## config.mk

```make
export PLATFORM = sky130hd
export DESIGN_NAME = regfile_writer
export DESIGN_NICKNAME = d
export VERILOG_FILES = /design/src/rtl/regfile_writer_pkg.sv /design/src/rtl/regfile_writer_wb_fifo.sv /design/src/rtl/regfile_writer.sv
export SDC_FILE = /design/constraint.sdc
export NUM_CORES = 1
export LEC_CHECK = 0
export ABC_CLOCK_PERIOD_IN_PS = 4600
export CAP_MARGIN = 0
export CORE_ASPECT_RATIO = 0.7
export CORE_UTILIZATION = 55
export CTS_CLUSTER_DIAMETER = 50
export DETAILED_ROUTE_END_ITERATION = 16
export GPL_ROUTABILITY_DRIVEN = 0
export PLACE_DENSITY = 0.78
export REMOVE_ABC_BUFFERS = 1
export SLEW_MARGIN = 5
export SYNTH_ARGS = -nofsm -noshare
export SYNTH_HDL_FRONTEND = slang
export SYNTH_SLANG_ARGS = --single-unit
```

## constraint.sdc

```tcl
create_clock -name clk_i -period 4.6 [get_ports clk_i]
set_input_delay 0.92 -clock clk_i [delete_from_list [all_inputs] [get_ports clk_i]]
set_output_delay 0.92 -clock clk_i [all_outputs]
set_load 0.05 [all_outputs]
```

## src/rtl/regfile_writer_pkg.sv

```systemverilog
// Shared definitions for the register-file writeback arbiter: default sizing,
// the writeback-entry record, the issue-source encoding and a destination mask helper.
package regfile_writer_pkg;

    localparam int XLEN_DEF         = 32;
    localparam int DEPTH_DEF        = 4;
    localparam int STARVE_LIMIT_DEF = 7;
    localparam int NREG             = 32;

    typedef struct packed {
        logic [4:0]          rd;
        logic [XLEN_DEF-1:0] data;
    } wb_entry_t;

    typedef enum logic [1:0] {
        SRC_NONE = 2'd0,
        SRC_PIPE = 2'd1,
        SRC_FIFO = 2'd2
    } issue_src_e;

    // x0 is hardwired to zero, so it never shows up as a pending destination.
    function automatic logic [NREG-1:0] rd_mask(input logic [4:0] rd);
        logic [NREG-1:0] m;
        m = {NREG{1'b0}};
        if (rd != 5'd0) begin
            m[rd] = 1'b1;
        end else begin
            m = {NREG{1'b0}};
        end
        return m;
    endfunction

endpackage

```

## src/rtl/regfile_writer_wb_fifo.sv

```systemverilog
// Late-writeback FIFO: circular storage, wrapping pointers, occupancy count and
// a mask of destination registers held by valid entries.
module wb_fifo
    import regfile_writer_pkg::*;
#(
    parameter int XLEN  = XLEN_DEF,
    parameter int DEPTH = DEPTH_DEF
) (
    input  logic                     clk_i,
    input  logic                     rst_i,
    input  logic                     push_i,
    input  logic [4:0]               push_rd_i,
    input  logic [XLEN-1:0]          push_data_i,
    input  logic                     pop_i,
    output logic [4:0]               head_rd_o,
    output logic [XLEN-1:0]          head_data_o,
    output logic [$clog2(DEPTH):0]   count_o,
    output logic                     full_o,
    output logic                     empty_o,
    output logic [NREG-1:0]          pend_mask_o
);

    localparam int PTR_W = $clog2(DEPTH);
    localparam int CNT_W = $clog2(DEPTH) + 1;

    logic [4:0]       rd_q   [DEPTH];
    logic [XLEN-1:0]  data_q [DEPTH];
    logic [PTR_W-1:0] wr_ptr_q, wr_ptr_d;
    logic [PTR_W-1:0] rd_ptr_q, rd_ptr_d;
    logic [CNT_W-1:0] count_q, count_d;
    logic             push_ok_s, pop_ok_s;
    logic [NREG-1:0]  pend_s;

    assign full_o      = (count_q == CNT_W'(DEPTH));
    assign empty_o     = (count_q == CNT_W'(0));
    assign push_ok_s   = push_i && !full_o;
    assign pop_ok_s    = pop_i && !empty_o;
    assign head_rd_o   = rd_q[rd_ptr_q];
    assign head_data_o = data_q[rd_ptr_q];
    assign count_o     = count_q;
    assign pend_mask_o = pend_s;

    // Next-state pointers and count; DEPTH is a power of two so pointers wrap naturally.
    always_comb begin
        wr_ptr_d = wr_ptr_q;
        rd_ptr_d = rd_ptr_q;
        count_d  = count_q;
        if (push_ok_s) begin
            wr_ptr_d = wr_ptr_q + PTR_W'(1);
        end else begin
            wr_ptr_d = wr_ptr_q;
        end
        if (pop_ok_s) begin
            rd_ptr_d = rd_ptr_q + PTR_W'(1);
        end else begin
            rd_ptr_d = rd_ptr_q;
        end
        case ({push_ok_s, pop_ok_s})
            2'b10:   count_d = count_q + CNT_W'(1);
            2'b01:   count_d = count_q - CNT_W'(1);
            default: count_d = count_q;
        endcase
    end

    // Pointer and count registers.
    always_ff @(posedge clk_i or posedge rst_i) begin
        if (rst_i) begin
            wr_ptr_q <= {PTR_W{1'b0}};
            rd_ptr_q <= {PTR_W{1'b0}};
            count_q  <= {CNT_W{1'b0}};
        end else begin
            wr_ptr_q <= wr_ptr_d;
            rd_ptr_q <= rd_ptr_d;
            count_q  <= count_d;
        end
    end

    // Entry storage; contents outside the valid window are never observed.
    always_ff @(posedge clk_i) begin
        if (push_ok_s) begin
            rd_q[wr_ptr_q]   <= push_rd_i;
            data_q[wr_ptr_q] <= push_data_i;
        end
    end

    // Pending mask: OR of destinations over slots within count of the read pointer.
    always_comb begin
        logic [PTR_W-1:0] offs;
        pend_s = {NREG{1'b0}};
        offs   = {PTR_W{1'b0}};
        for (int i = 0; i < DEPTH; i++) begin
            offs = PTR_W'(i) - rd_ptr_q;
            if ({1'b0, offs} < count_q) begin
                pend_s = pend_s | rd_mask(rd_q[i]);
            end else begin
                pend_s = pend_s;
            end
        end
    end

endmodule

```

## src/rtl/regfile_writer.sv

```systemverilog
// Register-file write-port arbiter: pipeline writebacks win, late writebacks queue
// in wb_fifo and are forced through after STARVE_LIMIT blocked cycles.
module regfile_writer
    import regfile_writer_pkg::*;
#(
    parameter int XLEN         = XLEN_DEF,
    parameter int DEPTH        = DEPTH_DEF,
    parameter int STARVE_LIMIT = STARVE_LIMIT_DEF
) (
    input  logic                   clk_i,
    input  logic                   rst_i,
    input  logic                   wb_valid_i,
    input  logic [4:0]             wb_rd_i,
    input  logic [XLEN-1:0]        wb_data_i,
    output logic                   wb_ready_o,
    input  logic                   lsu_valid_i,
    input  logic [4:0]             lsu_rd_i,
    input  logic [XLEN-1:0]        lsu_data_i,
    output logic                   lsu_ready_o,
    output logic                   we3_o,
    output logic [4:0]             a3_o,
    output logic [XLEN-1:0]        wd3_o,
    output logic [NREG-1:0]        pend_mask_o,
    output logic [$clog2(DEPTH):0] fifo_count_o
);

    localparam int SW = $clog2(STARVE_LIMIT + 1);

    logic [SW-1:0]   starve_q, starve_d;
    logic            we3_q, we3_d;
    logic [4:0]      a3_q, a3_d;
    logic [XLEN-1:0] wd3_q, wd3_d;

    issue_src_e      src_s;
    logic            wb_acc_s, push_s, pop_s;
    logic            full_s, empty_s;
    logic [4:0]      head_rd_s, sel_rd_s;
    logic [XLEN-1:0] head_data_s, sel_data_s;

    assign wb_ready_o  = (starve_q != SW'(STARVE_LIMIT));
    assign lsu_ready_o = !full_s;
    assign wb_acc_s    = wb_valid_i && wb_ready_o;
    assign push_s      = lsu_valid_i && lsu_ready_o;
    assign we3_o       = we3_q;
    assign a3_o        = a3_q;
    assign wd3_o       = wd3_q;

    wb_fifo #(
        .XLEN  (XLEN),
        .DEPTH (DEPTH)
    ) u_fifo (
        .clk_i       (clk_i),
        .rst_i       (rst_i),
        .push_i      (push_s),
        .push_rd_i   (lsu_rd_i),
        .push_data_i (lsu_data_i),
        .pop_i       (pop_s),
        .head_rd_o   (head_rd_s),
        .head_data_o (head_data_s),
        .count_o     (fifo_count_o),
        .full_o      (full_s),
        .empty_o     (empty_s),
        .pend_mask_o (pend_mask_o)
    );

    // Issue arbitration and starvation accounting.
    always_comb begin
        src_s      = SRC_NONE;
        pop_s      = 1'b0;
        sel_rd_s   = 5'd0;
        sel_data_s = {XLEN{1'b0}};
        we3_d      = 1'b0;
        a3_d       = a3_q;
        wd3_d      = wd3_q;
        starve_d   = starve_q;

        if (wb_acc_s) begin
            src_s = SRC_PIPE;
        end else if (!empty_s) begin
            src_s = SRC_FIFO;
        end else begin
            src_s = SRC_NONE;
        end
        pop_s = (src_s == SRC_FIFO);

        case (src_s)
            SRC_PIPE: begin
                sel_rd_s   = wb_rd_i;
                sel_data_s = wb_data_i;
            end
            SRC_FIFO: begin
                sel_rd_s   = head_rd_s;
                sel_data_s = head_data_s;
            end
            default: begin
                sel_rd_s   = 5'd0;
                sel_data_s = {XLEN{1'b0}};
            end
        endcase

        // x0 writes are consumed silently; address/data hold their last values.
        we3_d = (src_s != SRC_NONE) && (sel_rd_s != 5'd0);
        if (we3_d) begin
            a3_d  = sel_rd_s;
            wd3_d = sel_data_s;
        end else begin
            a3_d  = a3_q;
            wd3_d = wd3_q;
        end

        if (empty_s || pop_s) begin
            starve_d = {SW{1'b0}};
        end else if (wb_acc_s) begin
            starve_d = starve_q + SW'(1);
        end else begin
            starve_d = starve_q;
        end
    end

    // Registered write port and starvation counter.
    always_ff @(posedge clk_i or posedge rst_i) begin
        if (rst_i) begin
            we3_q    <= 1'b0;
            a3_q     <= 5'd0;
            wd3_q    <= {XLEN{1'b0}};
            starve_q <= {SW{1'b0}};
        end else begin
            we3_q    <= we3_d;
            a3_q     <= a3_d;
            wd3_q    <= wd3_d;
            starve_q <= starve_d;
        end
    end

endmodule

```

==> reports/metrics.yaml, run 1 <==
run_status:
  outcome: "finished, final reports clean"
synth:
  synth_top_family_by_area: "multiplexers"
  yosysWarnings: 0
  synth_mux_area_frac: 0.136
  synth-edff-count: 148
  ys_seq_area_frac: 0.588
  yosysUniqueCellTypes: 44
  synth-seq-cells: 196
  async_reset_ff_frac: 0.245
  netlist_instances: 640
  syn_area_mm2: 0.00960
  synth.most_common_cell: "edfxtp_1"
  synth_common_cells: "148 x edfxtp_1, 62 x o2111ai_1, 53 x clkbuf_1, 48 x dfrtp_1, 47 x nand4_1"
  synth_area_leader_cell: "edfxtp_1"
  syn_avg_cell_area_um2: 15.0
  synthFlopType: "edfxtp_1"
  synth_xor_area_frac: 0.00639
  synthSimpleGateAreaFrac: 0.112
  synthAdderAreaFrac: 0.0164
  synth_top_area_frac: 0.463
  synth_compound_gate_area_share: 0.0995
  synth_area_leaders: "edfxtp_1 46%, dfrtp_1 13%, mux4_2 8.7%"
clocking:
  clockBufferDepth: 2
  cts_buffers: 17
  cts_setup_buffers: 0
  cts_tree: "done"
  path_clk_slew_ns: 0.07
  cts-root-buf: "clkbuf_16"
  clk-insertion-delay-late_ns: 0.42
  htree_levels: 4
  holdBufCountCts: 0
  cts_num_sinks: 196
  cts_repair_resize_count: 0
placed_design:
  dp_hpwl_um: 15400
  place_inst: 963
  pre_cts_ws_ns: 1.07
  port_buffers: 151
timing:
  final_hold_viol_count: 0
  max_freq_mhz: 255
  slew_violations: 0
  relSlewSlack: 0.226
  min_period_over_period: 0.851
  period_needed_ns: 3.92
  rsz0062_at_grt: "false"
  skew_ns: 0.0150
  setup_ws_ns: 0.685
  setup_violations: 0
  tightest_slew_ns: 1.16
cells_and_area:
  layout.cells.non_filler: 995
  layout-drive-gt1-share: 0.205
  area_delta_synth_final_pct: 22.6
  final_util: 0.688
  fillers: 1130
  nets: 841
  n_antenna_cell: 0
worst_setup_path:
  crit_type: "flop to primary output"
  crit_chain: "xor2_1 -> inv_1 -> ha_1 -> a21oi_2 -> buf_4 -> o2111ai_1 -> nand4_1 -> clkdlybuf4s50_1"
  endpoint_kind: "primary output"
  critPathBufInv: 3
  crit_slowest_cell: "clkdlybuf4s50_1"
  r2r_start: "u_fifo.rd_ptr_q[0]"
  cp-start-kind: "flop"
  worst_ep_arrival_time_ns: 3.00
  max_stage_delay_ns: 0.81
  cp_max_fo: 31
  path_delay_family: "buffers and inverters"
  cp_data_required_time_ns: 3.68
  crit_start: "u_fifo.rd_ptr_q[0]"
floorplanning:
  core-area_mm2: 0.0171
  ios: 153
  start_util: 0.561
  dieArea_mm2: 0.0180
  row_count: 40
  fp.dieH_um: 113
  die_w_um: 160
worst_hold_path:
  worstHoldStart: "starve_q[0]"
  hold_path_class: "flop to flop"
global_route:
  track_usage: 0.269
  grt_pass1_wl_um: 36900
  overflow: 0
  grt_start_max_net_pins: 49
  grt_pass1_vias: 6655
  antenna_found_initial: 0
power_and_ir_drop:
  p_total_w: 0.00790
  vdd_drop_max_uv: 367
  leakage_nw: 4.25
  p_per_area_mw_per_mm2: 671
drt:
  via_count: 6742
  post_drt_wl_per_cell_um: 24.0
  drc: 0
  first_pass_iters: 6
  drt_iter0_drc: 835
  viasPerCell: 6.78
  drt-total-wl_um: 23900
  ant_nets: 0
job:
  drv_cap: 0
==> placed cells by master (no fill, tap or decap), types with 17 or more instances in the layout <==
cell / count
nand4_1: 47
mux4_2: 37
edfxtp_1: 148
clkdlybuf4s50_1: 121
mux2_4: 25
nand4b_1: 32
o2111ai_1: 62
a22o_1: 32
buf_4: 37
inv_1: 17
dfrtp_1: 45
clkbuf_16: 17
==> state kept, by name, summed over array words and instances (netlist names) <==
signal	cells
u_fifo.rd_q	20
a3_o	5
wd3_o	32
starve_q	3
we3_o	1
u_fifo.count_o	3
u_fifo.data_q	128
u_fifo.rd_ptr_q	2
u_fifo.wr_ptr_q	2
==> layer usage <==
layer  routed length, um  up-vias  global-route usage
li1                    -     2885                   -
met5                   0        -                   0
met1               10000     3363               0.384
met3                2270       54              0.0591
met4                 559        0              0.0965
met2               11000      440               0.412
==> path summary, 6_finish.rpt <==
path	cells after the start	endpoint	slack [ns]
setup / recovery	8	pend_mask_o[1]	0.68
hold / removal	1	starve_q[0]	0.45
setup reg to reg	6	wd3_o[7]	1.26
hold reg to reg	1	starve_q[0]	0.45
max in group asynchronous	2	u_fifo.count_o[2]	2.76
min in group asynchronous	2	wd3_o[3]	1.12
==> cells by family after synthesis <==
group,Yosys count
AOI/OAI and AO/OA,112
adders and majority gates,12
other,1
and+or+nand+nor,150
xor gates and xnor gates,7
muxes,71
buffers and inverters,91
DFF,196
==> report_power, final <==
group | switching [W] | internal [W]
Sequential | 0.000322 | 0.00241
Clock | 0.000676 | 0.000713
Combinational | 0.00238 | 0.00139
==> through the flow <==
| step | hold WS [ns] | instance area [um2] | setup TNS, ns |
|---|---|---|---|
| finish | 0.452 | 11800 | 0 |
| global route | 0.459 | 11800 | 0 |
| CTS | 0.446 | 11800 | 0 |
| detailed placement | 0.436 | 11200 | 0 |
| global placement | 0.418 | 11200 | 0 |
| floorplan | 0.407 | 9280 | -12.20 |
==> cell type report <==
class | instances | area [um2] | area share
Multi-Input combinational cell | 353 | 3580 | 0.305
Timing Repair Buffer | 165 | 1630 | 0.138
Clock inverter | 14 | 120 | 0.0102
Tap cell | 231 | 289 | 0.0246
Sequential cell | 196 | 5650 | 0.480
Clock buffer | 18 | 429 | 0.0365
Inverter | 18 | 67.6 | 0.00574
(Power assumes the default switching activity.)
==> run 2: changes to the inputs <==
Settings changed: CTS_CLUSTER_DIAMETER 50 to 30, GPL_TIMING_DRIVEN from default to 1.
==> results of run 2 <==
Final layout, timing and power as in run 1 (identical DEF).
